`src/rtl/uart_receive.sv`:
```
// 8N1 UART receiver: 2-flop synchronizer, mid-bit sampling FSM, one-cycle valid / framing-error strobes.
// Define UART_RX_MAJORITY_EN to take each sample as a 2-of-3 vote over the last three rx_s values.
module uart_receive #(
    parameter int unsigned CLK_HZ    = 100_000_000,
    parameter int unsigned BAUD_RT   = 115200,
    parameter int unsigned DATA_BITS = 8
) (
    input  logic                 clk,
    input  logic                 reset,
    input  logic                 rx_serial,
    output logic [DATA_BITS-1:0] rx_data,
    output logic                 rx_valid,
    output logic                 rx_frame_err,
    output logic                 rx_busy
);

    localparam int unsigned CYCLES_PER_BIT = CLK_HZ / BAUD_RT;
    localparam int unsigned HALF_BIT       = CYCLES_PER_BIT / 2;
    localparam int unsigned CW             = $clog2(CYCLES_PER_BIT);
    localparam int unsigned IW             = $clog2(DATA_BITS + 1);

    typedef enum logic [2:0] {
        IDLE,
        START,
        DATA,
        STOP,
        WAIT_HIGH
    } state_t;

    state_t               state_q, state_d;
    logic [CW-1:0]        cnt_q, cnt_d;
    logic [IW-1:0]        idx_q, idx_d;
    logic [DATA_BITS-1:0] sh_q, sh_d;
    logic [DATA_BITS-1:0] data_q, data_d;
    logic                 valid_q, valid_d;
    logic                 ferr_q, ferr_d;
    logic                 sync1_q, rx_s_q;
    logic                 samp;

`ifdef UART_RX_MAJORITY_EN
    // hist_q[0] = rx_s one cycle ago, hist_q[1] = two cycles ago; vote lands on the target cycle
    logic [1:0] hist_q;

    always_ff @(posedge clk) begin
        if (reset) hist_q <= '1;
        else       hist_q <= {hist_q[0], rx_s_q};
    end

    always_comb begin
        samp = (hist_q[1] & hist_q[0]) | (hist_q[1] & rx_s_q) | (hist_q[0] & rx_s_q);
    end
`else
    always_comb begin
        samp = rx_s_q;
    end
`endif

    always_ff @(posedge clk) begin
        if (reset) begin
            sync1_q <= 1'b1;
            rx_s_q  <= 1'b1;
            state_q <= IDLE;
            cnt_q   <= '0;
            idx_q   <= '0;
            sh_q    <= '0;
            data_q  <= '0;
            valid_q <= 1'b0;
            ferr_q  <= 1'b0;
        end else begin
            sync1_q <= rx_serial;
            rx_s_q  <= sync1_q;
            state_q <= state_d;
            cnt_q   <= cnt_d;
            idx_q   <= idx_d;
            sh_q    <= sh_d;
            data_q  <= data_d;
            valid_q <= valid_d;
            ferr_q  <= ferr_d;
        end
    end

    always_comb begin
        state_d = state_q;
        cnt_d   = cnt_q + 1'b1;
        idx_d   = idx_q;
        sh_d    = sh_q;
        data_d  = data_q;
        valid_d = 1'b0;
        ferr_d  = 1'b0;
        unique case (state_q)
            IDLE: begin
                cnt_d = '0;
                if (!rx_s_q) state_d = START;
            end
            START: begin
                if (cnt_q == CW'(HALF_BIT - 1)) begin
                    cnt_d = '0;
                    idx_d = '0;
                    state_d = samp ? IDLE : DATA;
                end
            end
            DATA: begin
                if (cnt_q == CW'(CYCLES_PER_BIT - 1)) begin
                    cnt_d = '0;
                    for (int unsigned i = 0; i + 1 < DATA_BITS; i++) begin
                        sh_d[i] = sh_q[i+1];
                    end
                    sh_d[DATA_BITS-1] = samp;
                    idx_d = idx_q + 1'b1;
                    if (idx_q == IW'(DATA_BITS - 1)) state_d = STOP;
                end
            end
            STOP: begin
                if (cnt_q == CW'(CYCLES_PER_BIT - 1)) begin
                    cnt_d = '0;
                    if (samp) begin
                        data_d  = sh_q;
                        valid_d = 1'b1;
                        state_d = IDLE;
                    end else begin
                        ferr_d  = 1'b1;
                        state_d = WAIT_HIGH;
                    end
                end
            end
            WAIT_HIGH: begin
                cnt_d = '0;
                if (rx_s_q) state_d = IDLE;
            end
            default: begin
                cnt_d   = '0;
                state_d = IDLE;
            end
        endcase
    end

    assign rx_data      = data_q;
    assign rx_valid     = valid_q;
    assign rx_frame_err = ferr_q;
    assign rx_busy      = (state_q != IDLE);

endmodule

```
`config.mk`:
```
export PLATFORM = sky130hd
export DESIGN_NAME = uart_receive
export DESIGN_NICKNAME = d
export VERILOG_FILES = /design/src/rtl/uart_receive.sv
export SDC_FILE = /design/constraint.sdc
export NUM_CORES = 1
export LEC_CHECK = 0
export CORE_AREA = 5 5 69 71
export CTS_BUF_LIST = sky130_fd_sc_hd__clkbuf_16
export CTS_CLUSTER_DIAMETER = 200
export DETAILED_ROUTE_END_ITERATION = 8
export DIE_AREA = 0 0 74 76
export MAX_ROUTING_LAYER = met4
export PLACE_DENSITY = 0.72
export RECOVER_POWER = 100
export SYNTH_ARGS = -nofsm -noshare
export SYNTH_HDL_FRONTEND = slang
export SYNTH_SLANG_ARGS = --single-unit
```
`constraint.sdc`:
```
create_clock -name clk -period 2.7 [get_ports clk]
set_clock_uncertainty 0.1 [all_clocks]
set_input_delay 0.675 -clock clk [delete_from_list [all_inputs] [get_ports clk]]
set_output_delay 0.675 -clock clk [all_outputs]
set_load 0.02 [all_outputs]
```
# [After elaboration in Yosys (flattened, before gate mapping)]
# Index checks and enable logic that the tools add are counted.
[op_classes] add_sub_neg=2 n_eq_ne=13 mux=17 bitwise=2 reduce_logical=9
[op_table] cell="2-to-1 mux 3 bit" count=7
[op_table] cell="2-to-1 mux 10 bit" count=2
[op_table] cell="one-hot mux 10 bit (2 select lines)" count=1
[op_table] cell="one-hot mux 3 bit (5 select lines)" count=1
[op_table] cell="!= test 2 bit, second input constant" count=6
[op_table] cell="adder 10 x 1 -> 10 bit, second input constant" count=1
[op_table] cell="== test 10 bit, second input constant" count=1
[op_table] cell="== test 10 x 9 -> 1 bit, second input constant" count=1
[op_table] cell="2-to-1 mux 4 bit" count=2
[op_table] cell="one-hot mux 4 bit (2 select lines)" count=1
[op_table] cell="== test 3 x 2 -> 1 bit, second input constant" count=2
[op_table] cell="AND reduction 3 bit" count=2
[op_table] cell="AND reduction 6 bit" count=1
[op_table] cell="adder 4 x 1 -> 4 bit, second input constant" count=1
[op_table] cell="== test 4 x 3 -> 1 bit, second input constant" count=1
[op_table] cell="== test 3 x 1 -> 1 bit, second input constant" count=1
[op_table] cell="== test 3 bit, second input constant" count=1
[op_table] cell="zero test 3 bit" count=1
[op_table] cell="nonzero test 3 bit" count=1
[op_table] cell="OR reduction 3 bit" count=1
[op_table] cell="2-to-1 mux 1 bit" count=2
[op_table] cell="2-to-1 mux 2 bit" count=1
[op_table] cell="inverter 1 bit" count=2
[op_table] cell="AND reduction 2 bit" count=1
[op_table] cell="other kinds (2)" count=2
[totals] register_bits=37 input_bits=3 out_inout_bits=11 elab_cells=52

# [Logic depth before layout (Yosys ltp)]
[depth] ltp_word=4 depth_mapped=7 mapped_depth_nobuf=6

# [Worst setup path after synthesis]
# Ideal clock, no wire load.
[synth_timing] path_kind="register to register" from="register cnt_q[0]" to="register idx_q[2]" setup_time_ps=138 t_arrival_ps=1638 t_required_ps=2462 setup_slack_ps=825 path_stages_with_launch=6 path_buffers=0 synth_period_minus_slack_ps=1875 path_cell_list="dfxtp_1 ha_1 and4bb_1 or4b_1 a211oi_2 o221ai_1"
[synth_via] elab_chain_cells=3 word_cells_on_any_way=5 cone_classes="eq/ne: 4; reduce/logical: 1"
[synth_lines] item="start: declaration" line_no="31" rtl="logic [CW-1:0] cnt_q, cnt_d;"
[synth_lines] item="start signal: assignment" line_no="73" rtl="cnt_q <= cnt_d;"
[synth_lines] item="== test 10 bit or == test 10 x 9 -> 1 bit (tied branches)" line_no="103, 96"
[synth_lines] item="!= test 2 bit (no source line)"
[synth_lines] item="AND reduction 3 bit (no source line) *"
[synth_lines] item="end signal: assignment" line_no="74" rtl="idx_q <= idx_d;"
[synth_lines] item="end: declaration" line_no="32" rtl="logic [IW-1:0] idx_q, idx_d;"
# Mark *: on every way between the ends. The rest lies on a longest branch, timed or not.
# A chain may end at the register's enable or synchronous reset.

# [Final worst setup path]
[layout_timing] from="register state_q[1]" to="output port rx_busy"
[layout_via] elab_chain_cells=1
[layout_lines] item="start: declaration" line_no="30" rtl="state_t state_q, state_d;"
[layout_lines] item="start signal: assignment" line_no="72" rtl="state_q <= state_d;"
[layout_lines] item="nonzero test 3 bit" line_no="140" rtl="assign rx_busy = (state_q != IDLE);"
[layout_lines] item="end: declaration" line_no="14" rtl="output logic rx_busy"
# No other way between the ends.

==> metrics.md <==
| Metric | Value |
|---|---|
| Max frequency | `407.0 MHz` |
| First-pass GRT wire length | `6196 um` |
| Max-cap check violation count | `0` |
| Buffers on Ports | `13` |
| Antenna Nets Post-Route | `0` |
| Die Wd | `between 70 and 80 um` |
| RSZ-0062 raised after global routing | `false` |
| Core region area | `4174 sq um` |
| Max VDD drop | `337.0 uV` |
| Max_slew headroom | `0.5183` |
| Post-CTS setup buffer count | `0` |
| Final Hold Viols | `0` |
| Worst stage delay on the critical path | `0.65 ns` |
| Num CTS Buffers | `5` |
| #FFs+latches synth | `37` |
| Critical path arrival | `1.68 ns` |
| Vias in the first global route | `1335` |
| Crit path capture | `rx_busy` |
| Min Tclk post-route | `2.457 ns` |
| Commonest non-fill, non-tap cell in the layout | `dfxtp_1` |
| Worst Path Max Fanout | `11` |
| Clk_lat worst skew | `roughly 0.28 ns` |
| Post-cts hold buffer count | `0` |
| Std cell rows | `24` |
| Util after Layout | `0.4895` |
| FF-to-FF Start | `state_q[0]$_SDFFE_PP0P_` |
| Overall Power | `around 0.0014 W` |
| YS warnings | `0` |
| Power density over cell area | `663.9 nW/um^2` |
| WL per Instance | `13.28 um` |
| Status | `finished clean` |
| Pre-CTS worst setup slack | `0.6322 ns` |
| Largest net degree at the start of global routing | `24` |
| Slew Limit Fails | `0` |
| EDFF count, synth | `0` |
| Cells after synthesis | `approximately 200` |
| Finished Cell Area | `a little over 2000 sq um` |
| Sequential share of the synthesized area | `0.4350` |
| Initial Utilization | `0.4080` |
| Worst R2R Path Depth | `5` |
| CTS tree | `yes` |
| Worst Setup SP | `state_q[1]$_SDFFE_PP0P_` |
| # IOs | `14` |
| Crit Reg-Reg Endpoint | `idx_q[3]$_SDFFE_PP0P_` |
| Fillers | `~400` |
| Syn_nets | `203` |
| P&R area growth vs syn | `19.99%` |
| Initial antenna violation count | `0` |
| Worst Setup Start Kind | `flop` |
| CTS Root Cell | `clkbuf_16` |
| Most frequent cells in the layout | `dfxtp_1 (37), a21oi_1 (22), nor2_1 (17)` |
| Avg Cell Area, Syn | `approximately 8.6 sq um` |
| Worst Max-Slew Pin Slew | `0.7182 ns` |
| Iter 0 DRT Violations | `between 100 and 150` |
| Clock tree sinks | `37` |
| DRC viols | `0` |
| Drt via density | `~5.6` |
| Clock-pin slew on the worst setup and hold paths | `0.05 ns` |
| DR pass1 iterations | `5` |
| R2R setup slack | `0.40 ns` |
| Final worst setup slack | `around 0.24 ns` |
| Vias | `1471` |
| CP max stage cell | `dlygate4sd3_1` |
| Leak | `0.6854 nW` |
| Clk buf depth | `2` |
| Gr ovfl total | `0` |
| CP required | `roughly 1.9 ns` |
| Layout cell share with drive strength beyond 1 | `0.08134` |
| Setup TNS | `0 ns` |
| Crit end category | `primary output` |
| Synth Cell Area | `approximately 1700 sq um` |
| Drt total wl | `3465 um` |
| Detailed placement HPWL | `2298 um` |
| Final period util | `0.9101` |
| Die Footprint | `5624 sq um` |
| Async SR Flop Fraction | `0` |
| Dpl cell area | `1866 sq um` |
| Die Ht | `76 um` |
| Crit Path Category | `reg -> out` |
| Ant diodes | `0` |
| Final setup violation count | `0` |
| GPL Wtd Cong | `between 0.8 and 0.9` |
| Gr usage total | `0.1400` |
| Reg area | `740.7 sq um` |
| # resized after CTS | `0` |
| Footprint of the multi-input gates | `875.8 sq um` |
| Post-synth cell types | `40` |
| Nets | `214` |
| Hold Crit Class | `reg -> reg` |
| H-tree levels | `2` |
| Primary FF master, synth | `dfxtp_1` |
| Crit path cell chain | `or3_1, dlygate4sd3_1` |
[synth_stat cells, drive strengths merged, types with 3 or more instances]
master,number,area [sq um]
or3,4,25.02
nor3,4,20.02
nand4,11,68.82
o31ai,9,72.57
nand2,9,33.78
xor2,3,26.28
nand3,14,70.07
a21oi,22,110.1
buf,4,22.52
xnor2,6,52.55
nor2,17,63.81
o21ai,11,55.05
dfxtp,37,740.7
nand2b,5,31.28
clkbuf,10,47.54
ha,3,37.54
[where the power goes]
| part | total [W] | switching, W | internal, W | leakage, nW |
|---|---|---|---|---|
| clock | 0.000743 | 0.000216 | 0.000527 | 0.0938 |
| combinational | 0.0000564 | 0.0000355 | 0.0000209 | 0.293 |
| sequential | 0.000557 | 0.00000715 | 0.000550 | 0.299 |
[layout make-up]
type / count / area share
multi-input cells: 143 / 0.4287
flip-flops and latches: 37 / 0.3625
repair buffers: 18 / 0.07838
clock buffers: 5 / 0.06124
clock inverters: 3 / 0.03184
well taps: 52 / 0.03184
inverters: 3 / 0.005511
[worst max-delay path: cells and delay by family (launching register included)]
| family | cells | cell delay, ns |
|---|---|---|
| buffers and inverters | 1 | 0.65 |
| flip-flops | 1 | 0.39 |
| AND/OR/NAND/NOR | 1 | 0.37 |
[cell families after synthesis]
logic type | Yosys count | synth area share
adder cells (fa/ha/maj) | 3 | 0.02204
flip-flops | 37 | 0.4350
XOR/XNOR | 9 | 0.04629
buffers and inverters | 17 | 0.04775
multiplexers | 2 | 0.01176
AO/OA/AOI/OAI | 49 | 0.1778
AND/OR/NAND/NOR | 80 | 0.2594
[registers in the layout (all words and copies together) (netlist names)]
name          flops
cnt_q            10
sync1_q           1
state_q           3
rx_valid          1
rx_data           8
sh_q              8
rx_frame_err      1
rx_s_q            1
idx_q             4
[worst min-delay path by stage]
stage	endpoint	cells after the start	startpoint	slack, ns
after floorplan	rx_s_q$_SDFF_PP1_	1	sync1_q$_SDFF_PP1_	0.29
after global placement	rx_s_q$_SDFF_PP1_	1	sync1_q$_SDFF_PP1_	0.29
after detailed placement	rx_s_q$_SDFF_PP1_	1	sync1_q$_SDFF_PP1_	0.29
after CTS	rx_s_q$_SDFF_PP1_	1	sync1_q$_SDFF_PP1_	0.31
after global routing	rx_s_q$_SDFF_PP1_	1	sync1_q$_SDFF_PP1_	0.35
final	rx_s_q$_SDFF_PP1_	1	sync1_q$_SDFF_PP1_	0.31
[metrics by stage]
step / instances / hold WS [ns]
2_1_floorplan: 197 / 0.2895
3_3_place_gp: 253 / 0.2918
3_5_place_dp: 253 / 0.2937
4_1_cts: 261 / 0.3061
5_1_grt: 261 / 0.3494
6_report: 261 / 0.3064
[routing by layer]
layer / share of wire / wire, um / track usage / vias to the layer above
li1: - / - / - / 739
met1: 0.46 / 1606 / 0.1760 / 689
met2: 0.47 / 1623 / 0.2154 / 35
met3: 0.050 / 173 / 0.03562 / 8
met4: 0.018 / 62 / 0.04891 / 0
met5: 0 / 0 / - / -
Note: power is estimated with default switching activity, not from simulation.
